**config.mk**
```make
export PLATFORM = sky130hd
export DESIGN_NAME = cola_morse
export DESIGN_NICKNAME = d
export VERILOG_FILES = /design/src/rtl/cola_morse.sv
export SDC_FILE = /design/constraint.sdc
export NUM_CORES = 1
export LEC_CHECK = 0
export BUFFER_PORTS_ARGS = -buffer_cell sky130_fd_sc_hd__buf_2
export CORE_MARGIN = 4
export CORE_UTILIZATION = 40
export CTS_CLUSTER_DIAMETER = 120
export DETAILED_ROUTE_END_ITERATION = 10
export PLACE_DENSITY = 0.61
export SLEW_MARGIN = 20
export SYNTH_ARGS = -nofsm -noshare
export SYNTH_HDL_FRONTEND = slang
export SYNTH_SLANG_ARGS = --single-unit
```
**constraint.sdc**
```tcl
create_clock -name clk_i -period 3.7 [get_ports clk_i]
set_input_delay 0.37 -clock clk_i [delete_from_list [all_inputs] [get_ports clk_i]]
set_output_delay 0.37 -clock clk_i [all_outputs]
set_load 0.02 [all_outputs]
```
**src/rtl/cola_morse.sv**
```systemverilog
// Character FIFO plus Morse encoder: queues 4-bit digit codes and hands one
// 10-bit dot/dash pattern downstream per `continue`, with a one-cycle load strobe.
module cola_morse #(
    parameter int PROF = 4
) (
    input  logic                   clk_i,
    input  logic                   reset_i,
    input  logic                   wr_i,
    input  logic [3:0]             dato_i,
    input  logic                   continue_i,
    output logic [9:0]             morse_o,
    output logic                   audioreg_o,
    output logic                   full_o,
    output logic                   empty_o,
    output logic [$clog2(PROF):0]  count_o,
    output logic                   overflow_o
);

    localparam int AW = $clog2(PROF);
    localparam int CW = AW + 1;

    typedef enum logic [1:0] {
        LIBRE   = 2'd0,
        EMITE   = 2'd1,
        OCUPADO = 2'd2
    } state_e;

    state_e          state_q, state_d;
    logic [3:0]      mem_q [PROF];
    logic [AW-1:0]   rd_ptr_q, wr_ptr_q;
    logic [CW-1:0]   count_q, count_d;
    logic [9:0]      morse_q;
    logic            audioreg_q;
    logic            overflow_q;
    logic            pop, push, full, empty;

    // dot = 2'b10, dash = 2'b11, first symbol in the MSBs; codes above 9 are silence.
    function automatic logic [9:0] encode(input logic [3:0] code);
        case (code)
            4'd0:    encode = 10'b11_11_11_11_11;
            4'd1:    encode = 10'b10_11_11_11_11;
            4'd2:    encode = 10'b10_10_11_11_11;
            4'd3:    encode = 10'b10_10_10_11_11;
            4'd4:    encode = 10'b10_10_10_10_11;
            4'd5:    encode = 10'b10_10_10_10_10;
            4'd6:    encode = 10'b11_10_10_10_10;
            4'd7:    encode = 10'b11_11_10_10_10;
            4'd8:    encode = 10'b11_11_11_10_10;
            4'd9:    encode = 10'b11_11_11_11_10;
            default: encode = 10'b00_00_00_00_00;
        endcase
    endfunction

    assign full  = (count_q == CW'(PROF));
    assign empty = (count_q == '0);

    // A pop frees a slot in the same edge, so a full FIFO still accepts that push.
    assign push = wr_i && (!full || pop);

    // NOTE: every signal driven here gets a default first, so no path can leave it unassigned and infer a latch.
    always_comb begin
        state_d = state_q;
        pop     = 1'b0;
        case (state_q)
            LIBRE: begin
                if (!empty) begin
                    pop     = 1'b1;
                    state_d = EMITE;
                end
            end
            EMITE:   state_d = continue_i ? LIBRE : OCUPADO;
            OCUPADO: if (continue_i) state_d = LIBRE;
            default: state_d = LIBRE;
        endcase
    end

    always_comb begin
        count_d = count_q;
        case ({push, pop})
            2'b10:   count_d = count_q + CW'(1);
            2'b01:   count_d = count_q - CW'(1);
            default: count_d = count_q;
        endcase
    end

    // NOTE: sequential state uses non-blocking assignments so every register samples pre-edge values.
    always_ff @(posedge clk_i or posedge reset_i) begin
        if (reset_i) begin
            state_q    <= LIBRE;
            rd_ptr_q   <= '0;
            wr_ptr_q   <= '0;
            count_q    <= '0;
            morse_q    <= '0;
            audioreg_q <= 1'b0;
            overflow_q <= 1'b0;
        end else begin
            state_q    <= state_d;
            count_q    <= count_d;
            audioreg_q <= pop;
            if (pop) begin
                morse_q  <= encode(mem_q[rd_ptr_q]);
                rd_ptr_q <= rd_ptr_q + AW'(1);
            end
            if (push) wr_ptr_q <= wr_ptr_q + AW'(1);
            if (wr_i && !push) overflow_q <= 1'b1;
        end
    end

    // NOTE: the storage array is deliberately not reset; count and pointers alone define which entries are valid.
    always_ff @(posedge clk_i) begin
        if (push) mem_q[wr_ptr_q] <= dato_i;
    end

    assign morse_o    = morse_q;
    assign audioreg_o = audioreg_q;
    assign full_o     = full;
    assign empty_o    = empty;
    assign count_o    = count_q;
    assign overflow_o = overflow_q;

endmodule
```
==> results of run 1 <==
## where the power goes
group          switching, mW  leakage [nW]  total [mW]  internal (mW)
Sequential             0.101         0.351       0.619          0.518
Clock                  0.127        0.0439       0.256          0.129
Combinational          0.406         0.324       0.696          0.290
Total                  0.634         0.719        1.57          0.937
## cells by family (layout without fill, tap and decap cells)
logic type               count (synthesis)  after routing  share of synthesized area (%)
buffers and inverters                   18             41                           6.07
flip-flops                              33             33                           60.2
XOR/XNOR                                 8              8                           4.66
adder cells (fa/ha/maj)                  5              5                           4.66
AND/OR/NAND/NOR                         26             26                           9.65
AO/OA/AOI/OAI                           19             19                           8.74
multiplexers                             4              4                           5.99
## metrics by stage
stage	hold slack, ns	worst slack (ns)	instances
floorplan	0.296	1.55	113
global placement	0.459	1.65	176
detailed placement	0.475	1.59	176
CTS	0.180	1.56	184
global route	0.220	1.41	184
finish	0.163	1.57	184
## area by class of cell
class	instances	area (µm²)	area share (%)
Sequential cell	33	906	52.9
Inverter	9	33.8	1.97
Clock buffer	5	68.8	4.02
Tap cell	48	60.1	3.51
Clock inverter	3	17.5	1.02
Multi-Input combinational cell	62	507	29.6
Timing Repair Buffer	24	120	7.01
## flip-flops by register name, summed over array words and instances, names as in the netlist
name / count
wr_ptr_q: 2
count_o: 3
rd_ptr_q: 2
overflow_o: 1
mem_q: 16
morse_o: 6
audioreg_o: 1
state_q: 2
## layout by cell type (no fill, tap or decap)
cell	netlist	layout
a21boi_2	1	1
a21oi_1	1	1
a22o_1	3	3
a22oi_1	1	1
a31o_2	1	1
a31oi_1	4	4
and2_1	4	4
and3b_1	1	1
buf_2	1	24
clkbuf_8	0	5
clkinv_2	0	2
clkinvlp_4	0	1
dfrtp_1	17	17
edfxtp_1	16	16
fa_1	1	1
ha_1	4	4
inv_1	9	9
mux4_2	4	4
nand2_1	4	4
nand2b_1	2	2
nor2_1	8	8
nor3_2	1	1
nor3b_2	1	1
nor4_1	1	1
o21ai_0	5	5
o21ai_1	1	1
o221ai_1	2	2
or2_0	1	1
or2_1	1	1
or3_1	2	2
xnor2_1	6	6
xor2_1	2	2
## metal layers
layer  part of all wire (%)  global-route usage [%]  up-vias  routed length [µm]
li1                       -                       -      438                   -
met1                     47                    14.0      433                1130
met2                     44                    16.1       20                1070
met3                    6.3                    5.65        6                 151
met4                    2.3                    5.86        0                  55
met5                      0                       0        -                   0
## worst max-delay path: stages (launching register included)
cell	delay (ns)
dfrtp_1	0.40
or2_0	0.33
or3_1	0.40
fa_1	0.46
a31oi_1	0.15
o221ai_1	0.12
a22oi_1	0.20
## worst min-delay path by stage
stage / startpoint / to
6_report: reset_i / rd_ptr_q[1]
4_1_cts: reset_i / morse_o[8]
3_5_place_dp: overflow_o / overflow_o
3_3_place_gp: overflow_o / overflow_o
5_1_grt: reset_i / morse_o[8]
2_1_floorplan: reset_i / audioreg_o
==> out/results.ini, run 1 <==
[timing]
grt_setup_unrepaired = false
min_period_ns = 2.13
clock_skew_ns = 0.00609
worstMarginPinSlew_ns = 0.645
slew_viol_final = 0
finalCritPeriodShare_pct = 57.7
max_slew_margin_pct = 57.0
fin_tns_setup_ns = 0
fmax_mhz = 469
setup_viol = 0
hold_viol = 0

[finish]
antenna_cells = 0
fillerInstances = 344
area_growth_pct = 13.9
layout-drive-gt1-share_pct = 29.4
final_cell_area_um2 = 1710
final_nets = 148
final_util_pct = 47.1

[detailed_routing]
dr.pass1.iters = 4
ant_nets = 0
wl_per_cell_um = 13.0
routed_via_density = 4.88
drc = 0
dr.first_iter.drc_count = 38
vias = 897
wirelength_um = 2400

[clock_network]
clock-root-buffer = clkbuf_8
cts_setup_buffers = 0
clk_pin_slew_ns = 0.07
numClockSinks = 33
hold_buffers = 0
clockBufferDepth = 2
cts_buffers = 5
h-tree-depth = 2
cts_tree = yes
post_cts_resized = 0
insertion_delay_ns = 0.28

[placed_design]
placed_cell_area_um2 = 1630
place.port_buffers = 24
dp_hpwl_um = 1800
gp_congestion = 0.804

[synthesis]
ys_ff_latch = 33
synth_top_cell_area_share_pct = 31.9
async_flop_share_pct = 51.5
synth_edf_count = 16
syn_inst = 113
syn_avg_cell_area_um2 = 13.3
synth.yosys.seq_area_share_pct = 60.2
yosys_warnings = 0
synth_area_um2 = 1500
yosysMostFrequentCell = dfrtp_1
synth_cell_types = 32
ys_top_cells_by_area = edfxtp_1, dfrtp_1, mux4_2
synth_common_cells = dfrtp_1, edfxtp_1, inv_1
syn_nets = 126
dominantRegCellSynth = dfrtp_1
yosys.area.top_type = edfxtp_1

[global_routing]
grt_max_degree = 18
grt_first_pass_wirelength_um = 4150
grt_antenna_before_repair = 0
grt-ovfl-total = 0
grt_usage_pct = 11.3
grt_pass1_vias = 884

[floorplan]
die_w_um = 69.3
rows = 22
coreArea_um2 = 3630
io_pins = 25
dieHeight_um = 69.3
start_util_pct = 41.4
die_area_um2 = 4800

[worst_setup_path]
worst-r2r-cell-count = 6
path_max_fanout = 5
rrSetupSlack_ns = 1.57
cp_data_required_time_ns = 3.90
cp-startpoint = state_q[1]
crit_path_end = count_o[1]
crit_path_start_kind = flop
r2r-start = state_q[1]
r2r_end = count_o[1]
worstSetupPathType = flop to flop
cp.arrival_ns = 2.33
critPathCaptureType = flop

[power_and_ir_drop]
ir_worst_vdd_mv = 0.289
finalPower_mw = 1.57
p_per_area_nw_per_um2 = 917
p_leak_nw = 0.719

[outcome]
status = finished, final reports clean

[min_path]
min_path_type = primary input to async pin

[run]
max_cap_violations = 0

(Power assumes the default switching activity.)
==> run 2, diff against run 1 <==
Clock period 3.7 ns to 2.15 ns, I/O delays scaled along.
==> run 2 against run 1 <==
  * First-iteration DRC count increased by 24%
  * Clock skew about the same
  * Core utilization increased by 0.45 points
  * Final area increased by 0.95%
  * Flip-flop and latch count did not move
  * Largest cell class unchanged
  * Via count fell by 2.6%
==> out/results.ini, run 2 (same netlist as run 1, synthesis figures left out) <==
[placed_design]
place.port_buffers = 24  ; unchanged
dp_hpwl_um = 1780  ; -1.0%
placedCellCount = 179  ; +1.7%
gp_congestion = 0.728  ; -9.5%

[timing]
worstMarginPinSlew_ns = 0.644  ; -0.000773 ns
clock_skew_ns = 0.00619  ; +0.0000963 ns
max_slew_margin_pct = 57.0  ; about the same
grt_setup_unrepaired = false
setup_viol = 0  ; unchanged
finalCritPeriodShare_pct = 93.0  ; +35 points
hold_viol = 0  ; unchanged
fmax_mhz = 500  ; +6.7%
min_period_ns = 2.00  ; -0.134 ns
slew_viol_final = 0  ; unchanged
fin_tns_setup_ns = 0  ; unchanged

[worst_setup_path]
cp_data_required_time_ns = 2.34  ; -1.56 ns
crit_path_start_kind = flop
path_max_fanout = 3  ; -2
r2r-start = state_q[1]
worstSetupPathType = flop to flop
cp.arrival_ns = 2.19  ; -0.14 ns
critPathCaptureType = flop
rrSetupSlack_ns = 0.15  ; -1.42 ns
cp-startpoint = state_q[1]

[power_and_ir_drop]
p_per_area_nw_per_um2 = 1580  ; +73%
p_leak_nw = 0.731  ; +1.6%
ir_worst_vdd_mv = 0.458  ; +58%

[clock_network]
clock-root-buffer = clkbuf_8
insertion_delay_ns = 0.28  ; about the same
cts_tree = yes
clockBufferDepth = 2  ; unchanged
clk_pin_slew_ns = 0.06  ; about the same
post_cts_resized = 0  ; unchanged
cts_setup_buffers = 0  ; unchanged
hold_buffers = 0  ; unchanged
numClockSinks = 33  ; unchanged
h-tree-depth = 2  ; unchanged
cts_buffers = 5  ; unchanged

[detailed_routing]
drc = 0  ; unchanged
wl_per_cell_um = 12.7  ; -2.7%
dr.pass1.iters = 4  ; unchanged
dr.first_iter.drc_count = 47  ; +24%
routed_via_density = 4.67  ; -4.1%
wirelength_um = 2370  ; -1.1%
ant_nets = 0  ; unchanged
vias = 874  ; -2.6%

[finish]
largest_register_ffs = 16  ; unchanged
instances_no_fill = 187  ; +1.6%
antenna_cells = 0  ; unchanged
mostFrequentLayoutCell = buf_2
largest-register = mem_q
area_growth_pct = 15.0
final_util_pct = 47.6  ; +0.45 points
fillerInstances = 334  ; -2.9%
final_cell_mix = buf_2, dfrtp_1, edfxtp_1, inv_1, nor2_1
layout-drive-gt1-share_pct = 28.8  ; -0.63 points
final_nets = 151  ; +2.0%

[floorplan]
dieHeight_um = 69.3  ; unchanged
start_util_pct = 41.4  ; unchanged
rows = 22  ; unchanged
coreArea_um2 = 3630  ; unchanged
io_pins = 25  ; unchanged
die_w_um = 69.3  ; unchanged
die_area_um2 = 4800  ; unchanged

[global_routing]
grt_usage_pct = 11.2  ; -0.085 points
grt_first_pass_wirelength_um = 4060  ; -2.3%
grt_max_degree = 18  ; unchanged
grt_pass1_vias = 854  ; -3.4%
grt-ovfl-total = 0  ; unchanged
grt_antenna_before_repair = 0  ; unchanged

[outcome]
status = finished, final reports clean

[run]
max_cap_violations = 0  ; unchanged

[min_path]
min_path_type = primary input to async pin

[run 2: cell types whose count changed in the layout (fill, tap and decap cells not counted)]
cell	change
buf_4	+3
clkbuf_1	+2
clkinv_1	+1
clkinv_2	-2
clkinvlp_4	-1
or2_0	-1
or2_1	+1
[run 2: critical path, stage by stage, from the launching register on]
cell      delay (ns)
dfrtp_1         0.40
or2_1           0.24
or3_1           0.37
fa_1            0.46
a31oi_1         0.15
o221ai_1        0.13
a22oi_1         0.18
[run 2: cell type report]
class / count / area (µm²) / share of cell area (%)
sequential: 33 / 906 / 52.4
multi-input combinational: 62 / 507 / 29.3
timing repair buffer: 27 / 143 / 8.25
clock buffer: 7 / 76.3 / 4.41
tap: 48 / 60.1 / 3.47
inverter: 9 / 33.8 / 1.95
clock inverter: 1 / 3.75 / 0.217
[run 2: layer usage]
| layer | track usage (%) | vias to the layer above | part of all wire, % |
|---|---|---|---|
| met5 | 0 | - | 0 |
| met4 | 6.51 | 0 | 2.3 |
| met3 | 5.07 | 5 | 5.8 |
| met2 | 15.9 | 21 | 46 |
| met1 | 14.0 | 405 | 46 |
| li1 | - | 443 | - |
[run 2: path summary, 6_finish.rpt]
path / endpoint / cells after the start
setup / recovery: count_o[1] / 6
hold / removal: wr_ptr_q[0] / 2
setup reg to reg: count_o[1] / 6
hold reg to reg: overflow_o / 1
max in group asynchronous: audioreg_o / 2
min in group clk_i: state_q[1] / 2
[run 2: power breakdown]
part	switching (mW)	internal, mW
clock network	0.201	0.225
logic	0.722	0.541
registers	0.157	0.892
[run 2: stage by stage]
stage | worst slack, ns | power [mW] | instance area, µm² | hold slack [ns]
floorplan | 0.0321 | 2.06 | 1510 | 0.141
global placement | 0.215 | 2.31 | 1650 | 0.329
detailed placement | 0.138 | 2.34 | 1650 | 0.333
CTS | 0.125 | 2.78 | 1730 | 0.0328
global route | 0.00655 | 2.96 | 1730 | 0.0811
finish | 0.150 | 2.74 | 1730 | 0.0169
